[src/rtl/sample_bridge_pkg.sv]
// Shared defaults and width helpers for the sample frame bridge and its capture FIFO.
package sample_bridge_pkg;

    localparam int DEF_CHANNELS   = 2;
    localparam int DEF_SAMPLE_W   = 32;
    localparam int DEF_FIFO_DEPTH = 16;
    localparam int DEF_DIV_W      = 16;

    // Index width with a floor of one bit so single-channel builds still get a port.
    function automatic int idx_w(input int n);
        return (n > 1) ? $clog2(n) : 1;
    endfunction

    function automatic int level_w(input int depth);
        return $clog2(depth) + 1;
    endfunction

    function automatic int frame_w(input int channels, input int sample_w);
        return channels * sample_w;
    endfunction

endpackage

[src/rtl/sample_frame_fifo.sv]
// Frame-wide synchronous FIFO with a registered head frame and occupancy level.
module sample_frame_fifo
    import sample_bridge_pkg::*;
#(
    parameter int WIDTH = 64,
    parameter int DEPTH = DEF_FIFO_DEPTH,
    localparam int AW = $clog2(DEPTH),
    localparam int LW = level_w(DEPTH)
) (
    input  logic             clk,
    input  logic             rst,
    input  logic             push,
    input  logic             pop,
    input  logic [WIDTH-1:0] din,
    output logic [WIDTH-1:0] head,
    output logic             full,
    output logic             empty,
    output logic [LW-1:0]    level
);

    logic [WIDTH-1:0] mem_r [DEPTH];
    logic [AW-1:0]    wr_addr_r;
    logic [AW-1:0]    rd_addr_r;
    logic [AW-1:0]    rd_addr_nxt_s;
    logic [LW-1:0]    level_r;
    logic [WIDTH-1:0] head_r;
    logic             push_s;
    logic             pop_s;

    assign full          = (level_r == LW'(DEPTH));
    assign empty         = (level_r == {LW{1'b0}});
    assign push_s        = push && !full;
    assign pop_s         = pop && !empty;
    assign rd_addr_nxt_s = rd_addr_r + AW'(1);
    assign head          = head_r;
    assign level         = level_r;

    // Frame storage write port.
    always_ff @(posedge clk) begin
        if (push_s) begin
            mem_r[wr_addr_r] <= din;
        end
    end

    // Pointers, level, and the head frame that will be visible next cycle.
    always_ff @(posedge clk or posedge rst) begin
        if (rst) begin
            wr_addr_r <= {AW{1'b0}};
            rd_addr_r <= {AW{1'b0}};
            level_r   <= {LW{1'b0}};
            head_r    <= {WIDTH{1'b0}};
        end else begin
            if (push_s) begin
                wr_addr_r <= wr_addr_r + AW'(1);
            end
            if (pop_s) begin
                rd_addr_r <= rd_addr_nxt_s;
            end
            case ({push_s, pop_s})
                2'b10:   level_r <= level_r + LW'(1);
                2'b01:   level_r <= level_r - LW'(1);
                default: level_r <= level_r;
            endcase
            // An empty (or emptying) FIFO takes its new head straight from the input.
            if (push_s && (empty || (pop_s && (level_r == LW'(1))))) begin
                head_r <= din;
            end else if (pop_s && (level_r > LW'(1))) begin
                head_r <= mem_r[rd_addr_nxt_s];
            end
        end
    end

endmodule

[src/rtl/sample_frame_bridge.sv]
// Sample-rate bridge: strobe divider, frame capture FIFO with word serialiser,
// and a staged output frame presented atomically on each strobe.
module sample_frame_bridge
    import sample_bridge_pkg::*;
#(
    parameter int CHANNELS   = DEF_CHANNELS,
    parameter int SAMPLE_W   = DEF_SAMPLE_W,
    parameter int FIFO_DEPTH = DEF_FIFO_DEPTH,
    parameter int DIV_W      = DEF_DIV_W,
    localparam int CW = idx_w(CHANNELS),
    localparam int LW = level_w(FIFO_DEPTH),
    localparam int FW = frame_w(CHANNELS, SAMPLE_W)
) (
    input  logic                clk_clk,
    input  logic                reset_reset,
    input  logic                enable,
    input  logic [DIV_W-1:0]    div_value,
    input  logic [FW-1:0]       sample_in,
    output logic                sample_clk,
    output logic [SAMPLE_W-1:0] rd_data,
    output logic [CW-1:0]       rd_chan,
    output logic                rd_valid,
    input  logic                rd_ready,
    input  logic [SAMPLE_W-1:0] wr_data,
    input  logic                wr_valid,
    output logic                wr_ready,
    output logic [FW-1:0]       sample_out,
    output logic [LW-1:0]       fill_level,
    output logic                overrun,
    output logic                underrun,
    input  logic                clear_flags
);

    logic [DIV_W-1:0] cnt_r;
    logic [DIV_W-1:0] cnt_nxt_s;
    logic             tick_s;
    logic             sample_clk_r;
    logic [CW-1:0]    rd_chan_r;
    logic             rd_xfer_s;
    logic             rd_last_s;
    logic             pop_s;
    logic [CW-1:0]    wr_chan_r;
    logic             wr_xfer_s;
    logic             wr_last_s;
    logic             frame_ready_r;
    logic [FW-1:0]    staging_r;
    logic [FW-1:0]    sample_out_r;
    logic             overrun_r;
    logic             underrun_r;
    logic [FW-1:0]    fifo_head_s;
    logic             fifo_full_s;
    logic             fifo_empty_s;
    logic [LW-1:0]    fifo_level_s;

    sample_frame_fifo #(
        .WIDTH (FW),
        .DEPTH (FIFO_DEPTH)
    ) u_fifo (
        .clk   (clk_clk),
        .rst   (reset_reset),
        .push  (tick_s),
        .pop   (pop_s),
        .din   (sample_in),
        .head  (fifo_head_s),
        .full  (fifo_full_s),
        .empty (fifo_empty_s),
        .level (fifo_level_s)
    );

    assign rd_xfer_s = !fifo_empty_s && rd_ready;
    assign rd_last_s = (rd_chan_r == CW'(CHANNELS - 1));
    assign pop_s     = rd_xfer_s && rd_last_s;
    assign wr_xfer_s = wr_valid && !frame_ready_r;
    assign wr_last_s = (wr_chan_r == CW'(CHANNELS - 1));

    assign sample_clk = sample_clk_r;
    assign rd_data    = fifo_head_s[int'(rd_chan_r) * SAMPLE_W +: SAMPLE_W];
    assign rd_chan    = rd_chan_r;
    assign rd_valid   = !fifo_empty_s;
    assign wr_ready   = !frame_ready_r;
    assign sample_out = sample_out_r;
    assign fill_level = fifo_level_s;
    assign overrun    = overrun_r;
    assign underrun   = underrun_r;

    // Divider: tick once the count reaches div_value; lowering div_value ticks at once.
    always_comb begin
        tick_s    = 1'b0;
        cnt_nxt_s = {DIV_W{1'b0}};
        if (!enable) begin
            tick_s    = 1'b0;
            cnt_nxt_s = {DIV_W{1'b0}};
        end else if (cnt_r >= div_value) begin
            tick_s    = 1'b1;
            cnt_nxt_s = {DIV_W{1'b0}};
        end else begin
            tick_s    = 1'b0;
            cnt_nxt_s = cnt_r + DIV_W'(1);
        end
    end

    // Divider count and the registered strobe.
    always_ff @(posedge clk_clk or posedge reset_reset) begin
        if (reset_reset) begin
            cnt_r        <= {DIV_W{1'b0}};
            sample_clk_r <= 1'b0;
        end else begin
            cnt_r        <= cnt_nxt_s;
            sample_clk_r <= tick_s;
        end
    end

    // Read serialiser channel index; the last channel retires the head frame.
    always_ff @(posedge clk_clk or posedge reset_reset) begin
        if (reset_reset) begin
            rd_chan_r <= {CW{1'b0}};
        end else if (rd_xfer_s) begin
            rd_chan_r <= rd_last_s ? {CW{1'b0}} : rd_chan_r + CW'(1);
        end
    end

    // Output staging; a frame completed in a strobe cycle waits for the next strobe.
    always_ff @(posedge clk_clk or posedge reset_reset) begin
        if (reset_reset) begin
            wr_chan_r     <= {CW{1'b0}};
            frame_ready_r <= 1'b0;
            staging_r     <= {FW{1'b0}};
            sample_out_r  <= {FW{1'b0}};
        end else begin
            if (wr_xfer_s) begin
                staging_r[int'(wr_chan_r) * SAMPLE_W +: SAMPLE_W] <= wr_data;
                wr_chan_r <= wr_last_s ? {CW{1'b0}} : wr_chan_r + CW'(1);
            end
            if (tick_s && frame_ready_r) begin
                sample_out_r  <= staging_r;
                frame_ready_r <= 1'b0;
            end else if (wr_xfer_s && wr_last_s) begin
                frame_ready_r <= 1'b1;
            end
        end
    end

    // Sticky error flags; a set event beats a simultaneous clear.
    always_ff @(posedge clk_clk or posedge reset_reset) begin
        if (reset_reset) begin
            overrun_r  <= 1'b0;
            underrun_r <= 1'b0;
        end else begin
            if (tick_s && fifo_full_s) begin
                overrun_r <= 1'b1;
            end else if (clear_flags) begin
                overrun_r <= 1'b0;
            end
            if (tick_s && !frame_ready_r) begin
                underrun_r <= 1'b1;
            end else if (clear_flags) begin
                underrun_r <= 1'b0;
            end
        end
    end

endmodule

[config.mk]
export PLATFORM = sky130hd
export DESIGN_NAME = sample_frame_bridge
export DESIGN_NICKNAME = d
export VERILOG_FILES = /design/src/rtl/sample_bridge_pkg.sv /design/src/rtl/sample_frame_fifo.sv /design/src/rtl/sample_frame_bridge.sv
export SDC_FILE = /design/constraint.sdc
export NUM_CORES = 2
export LEC_CHECK = 0
export CAP_MARGIN = 20
export CORE_MARGIN = 2
export CORE_UTILIZATION = 60
export CTS_BUF_LIST = sky130_fd_sc_hd__clkbuf_4 sky130_fd_sc_hd__clkbuf_8
export CTS_CLUSTER_SIZE = 10
export DETAILED_ROUTE_END_ITERATION = 6
export GPL_ROUTABILITY_DRIVEN = 0
export PLACE_DENSITY = 0.89
export SLEW_MARGIN = 5
export SYNTH_ARGS = -nofsm -noshare
export SYNTH_HDL_FRONTEND = slang
export SYNTH_SLANG_ARGS = --single-unit
[constraint.sdc]
create_clock -name clk_clk -period 12.4 [get_ports clk_clk]
set_input_delay 3.1 -clock clk_clk [delete_from_list [all_inputs] [get_ports clk_clk]]
set_output_delay 3.1 -clock clk_clk [all_outputs]
set_load 0.01 [all_outputs]
---- Word level (Yosys, flattened, before mapping) ----
Memories as Yosys holds them, arrays and structs flattened.
Cells that the tools add are included.
Widths: inputs -> output; s select.
operators by class
  $add $sub $neg .......................... 8
  $mul .................................... 0
  divide/modulo/power cells ............... 0
  order comparisons ....................... 2
  equality and inequality tests ........... 4
  shift operators ......................... 3
  mux-type cells .......................... 17
  bitwise operators ....................... 0
  reduce and logical (&&, ||, !) cells .... 22
operator list
  operator                  number
  $mux 64                   2
  $bwmux 64                 1
  $shift 32x33->64 const A  1
  $shiftx 32x33->64         1
  $shiftx 64x7->32          1
  $neg 6->33                1
  $mux 16                   2
  $add 16x1->16 const B     1
  $ge 16x16->1              1
  $logic_and 1x1->1         12
  $mux 1                    11
  $pmux 5 s2                1
  $reduce_bool 2->1         5
  $add 4x1->4 const B       2
  $add 5x1->5 const B       1
  $eq 5x1->1 const B        1
  $eq 5x5->1 const B        1
  $gt 5x1->1 const B        1
  $logic_not 5->1           1
  $sub 5x1->5 const B       1
  $logic_not 1->1           3
  $add 1x1->1 const B       2
  $eq 2x1->1 const B        1
  $eq 2x2->1 const B        1
  $logic_or 1x1->1          1
storage, ports and cells
  register bits ........................... 227
  bits in latches ......................... 0
  RAM bits ................................ 1024
  ROM bits ................................ 0
  output and inout port bits .............. 107
  memories kept ........................... 1
memory list
  name          words  bits a word  read ports  clocked after memory_dff  write ports  RTL line                 text
  u_fifo.mem_r  16     64           1           0                         1            sample_frame_fifo.sv:21  logic [WIDTH-1:0] mem_r [DEPTH];

---- Depth between registers and ports, before layout ----
  depth in word-level cells ............... 9
  gate-level depth with buffers ........... 12
  depth with buffers taken out ............ 12

---- Cells and area by module ----
Synthesis repeated with hierarchy kept, for this count alone.
second synthesis, totals
  cell total of the unflattened synthesis .. 2350
  area, all modules ....................... 48698.0 µm²
by module, submodules not included
  module               instances  cells an instance  area an instance (µm²)
  sample_frame_fifo    1          1889               41929.0
  sample_frame_bridge  1          461                6769.0

---- Least setup slack after synthesis ----
No wires, ideal clock.
  kind .................................... in2reg
  start point ............................. in div_value[13]
  end point ............................... mem u_fifo.mem_r[14][0] (enable)
  library setup time ...................... 667 ps
  data arrival time ....................... 10946 ps
  setup slack ............................. 786 ps
  stages .................................. 7
  path buffers ............................ 1
  cell sequence ........................... inv_1 -> ha_1 -> nand4_1 -> nor3_1 -> a211oi_4 -> clkbuf_1 -> nor4b_1
between the ends
  cells in the longest elaborated chain, start to end .. 6
ends and longest elaborated chain
  item                          RTL line                   text
  start, declared               sample_frame_bridge.sv:17  input logic [DIV_W-1:0] div_value,
  $ge 16x16->1                  sample_frame_bridge.sv:93  end else if (cnt_r >= div_value) begin
  $mux 1                        sample_frame_bridge.sv:93
  $mux 1                        sample_frame_bridge.sv:90  if (!enable) begin
  $logic_and 1x1->1             sample_frame_fifo.sv:32    assign push_s = push && !full;
  $mux 1                        sample_frame_fifo.sv:40    if (push_s) begin
  $mux 1 (implied by the code)  sample_frame_fifo.sv:41    mem_r[wr_addr_r] <= din;
  end, declared                 sample_frame_fifo.sv:21
No other way between the ends.

---- Final worst setup path ----
  start point ............................. in div_value[9]
  end point ............................... mem u_fifo.mem_r[0][44] (enable)
Same word-level chain as after synthesis.

==> flow_metrics.tcl <==
set metrics [dict create \
    clock_path_buffers 3 \
    cpMostUsedCell "buf_4" \
    yosysSeqAreaShare_pct 74.7 \
    synth-xor-area-share_pct 0.521 \
    finClkSkew_ps 53.1 \
    ant_nets 0 \
    dieArea_um2 83600 \
    cp_slowest_stage_delay_ps 680 \
    area_growth_pct 15.6 \
    fin_crit_ps 6500 \
    hold_path_class "register to register" \
    path_clk_slew_ps 60 \
    drt_pass1_iterations 6 \
    synthTopCellsByArea "edfxtp_1 63%, mux4_2 12%, dfrtp_1 12%" \
    leakagePower_nw 19.7 \
    cap_viol_max_count 0 \
    remaining_drc_errors 0 \
    p_total_mw 12.6 \
    setup_viol 0 \
    hold_viol_final 0 \
    htreeDepth 4 \
    wl_per_cell_um 30.4 \
    io_pins 225 \
    placed_cell_area_um2 52300 \
    netlist.area_leader.share_pct 63.0 \
    final_cell_mix "1,024 x edfxtp_1, 256 x mux4_2, 225 x dfrtp_1" \
    synth_cell_types 41 \
    synth_compound_area_share_pct 1.45 \
    synth_adder_area_share_pct 0.693 \
    finalNonFillerCells 3887 \
    path_cells "clkdlybuf4s50_1 -> inv_1 -> ha_1 -> a21oi_1 -> o21a_1 -> o221ai_1 -> a211oi_4 -> buf_4 -> nor2_1 -> nor4bb_4 -> buf_4 -> buf_4" \
    hold_ws_ps 494 \
    syn_area_um2 48800 \
    synthMuxAreaShare_pct 19.7 \
    overflow 0 \
    clkSinkCount 1251 \
    synth-async-reset-ratio_pct 18.1 \
    finalMaxSlewViolations 0 \
    dpl.cell_count 3529 \
    clock-root-buffer "clkbuf_8" \
    required_ps 12830 \
    yosysTopAreaCell "edfxtp_1" \
    fill_cells 4360 \
    grt_use_total_pct 28.8 \
    cts_tree "yes" \
    fin_ws_ps 5900 \
    grt_max_degree 122 \
    synth_seq_cells 1251 \
    numCtsBuffers 188 \
    drt_iter0_markers 3025 \
    timing.fmax_mhz 154 \
    syn_area_per_cell_um2 21.0 \
    die_y_um 289 \
    critPathKind "input port to register" \
    port_buffers 224 \
    peakVddDrop_uv 238 \
    status "completed" \
    cts_resized 0 \
    critPathSlowestCell "buf_4" \
    grt_pass1_vias 26800 \
    layout-drive-gt1-share_pct 29.1 \
    hpwl_mm 63.2 \
    cp.arrival_ps 6930 \
    routed_wl_mm 118 \
    post-cts-setup-buffers 0 \
    synthSimpleGateAreaFrac_pct 1.62 \
    ctsHoldBuffers 0 \
    fin_tns_setup_ps 0 \
    grt_pass1_wl_mm 173 \
    rows 104 \
    die_width_um 289 \
    initial_core_util_pct 60.6 \
    cp-end-kind "register" \
    critPathBufInv 5 \
    grt_setup_unrepaired "false" \
    critPathMaxFanout 41 \
    via_per_inst 6.60 \
    synth_top_family_by_area "multiplexers" \
    layout_commonest_cell "edfxtp_1" \
    clock_latency_ps 860 \
    fin_crit_sh_pct 52.4 \
    syn_nets 2464 \
    num_vias 25600 \
    synthFlopType "edfxtp_1" \
    core_area_um2 80500 \
    design_area_um2 56400 \
    power_density_nw_per_um2 223 \
    pre_cts_slack_ps 5170 \
    synth-edff-count 1024 \
    relSlewSlack_pct 27.4 \
    tightestPinTransition_ps 1090 \
    cpLargestDelayFamily "buffers and inverters" \
    nets 2807 \
    ys.warnings.count 0 \
    fin_util_pct 70.0 \
    antenna_found_initial 18 \
    syn_inst 2319 \
    start_kind "input port" \
]
==> where the power goes <==
group / switching (mW) / internal, mW / total (mW)
Sequential: 0.312 / 4.78 / 5.09
Combinational: 2.05 / 1.94 / 3.99
Clock: 1.60 / 1.90 / 3.50
Total: 3.96 / 8.62 / 12.6
==> logic make-up after synthesis <==
kind of cell	count (synthesis)
AO/OA/AOI/OAI	86
XOR/XNOR	29
adder cells (fa/ha/maj)	27
buffers and inverters	148
flip-flops	1251
multiplexers	610
AND/OR/NAND/NOR	168
==> cell usage after synthesis (all sizes together), types with 2 or more instances <==
master and number:
edfxtp 1024, nand2 89, xor2 18, buf 66, nor4 6, o22ai 3
mux2 225, nand4b 2, dfrtp 227, nor2b 2, nand3 13, xnor2 11
nand4 3, mux2i 129, nand2b 2, mux4 256, nor3 6, nor4bb 2
o21ai 4, a21o 2, and3 8, nor4b 5, inv 29, ha 27
clkbuf 53, nor2 26, a21oi 9, o221ai 65
==> worst paths after layout <==
path | endpoint | start | cells past startpoint | slack, ps
min | sample_out[41]$_DFFE_PP0P_ | staging_r[41]$_DFFE_PP0P_ | 1 | 490
max | u_fifo.mem_r[0][44]$_DFFE_PP_ | div_value[9] | 12 | 5900
min reg2reg | sample_out[41]$_DFFE_PP0P_ | staging_r[41]$_DFFE_PP0P_ | 1 | 490
max reg2reg | u_fifo.head[21]$_DFFE_PP0P_ | u_fifo.rd_addr_r[0]$_DFFE_PP0P_ | 8 | 7640
max in group asynchronous | u_fifo.rd_addr_r[0]$_DFFE_PP0P_ | reset_reset | 4 | 7150
min in group asynchronous | sample_out[36]$_DFFE_PP0P_ | reset_reset | 2 | 2850
==> state kept, by name (all words and copies together), names as in the netlist <==
signal            cells
u_fifo.mem_r       1024
sample_out           64
staging_r            64
u_fifo.head          64
cnt_r                16
u_fifo.level          5
u_fifo.rd_addr_r      4
u_fifo.wr_addr_r      4
frame_ready_r         1
overrun               1
rd_chan               1
sample_clk            1
underrun              1
wr_chan_r             1
==> worst reg2reg max path: cells and delay by family, from the launching register on <==
| kind | cells | cell delay (ps) |
|---|---|---|
| flip-flops | 1 | 710 |
| multiplexers | 3 | 1130 |
| buffers and inverters | 3 | 1980 |
| adder cells (fa/ha/maj) | 1 | 620 |
| AO/OA/AOI/OAI | 1 | 180 |
==> layer usage <==
| layer | track usage [%] | routed length, um | part of all wire (%) | vias up |
|---|---|---|---|---|
| li1 | - | - | - | 10200 |
| met1 | 36.3 | 40600 | 34 | 13100 |
| met2 | 46.3 | 58800 | 50 | 1920 |
| met3 | 9.05 | 13700 | 12 | 385 |
| met4 | 13.1 | 5020 | 4.2 | 24 |
| met5 | 0 | 159 | 0.13 | - |
==> cell type report <==
| type | instances | area [um2] | area share, % |
|---|---|---|---|
| diodes | 2 | 5.00 | 0.00888 |
| repair buffers | 272 | 2690 | 4.77 |
| well taps | 1060 | 1330 | 2.35 |
| inverters | 29 | 116 | 0.206 |
| flip-flops and latches | 1251 | 36400 | 64.6 |
| clock inverters | 71 | 524 | 0.930 |
| multi-input cells | 920 | 11800 | 21.0 |
| clock buffers | 282 | 3440 | 6.11 |
(Power assumes the default switching activity.)
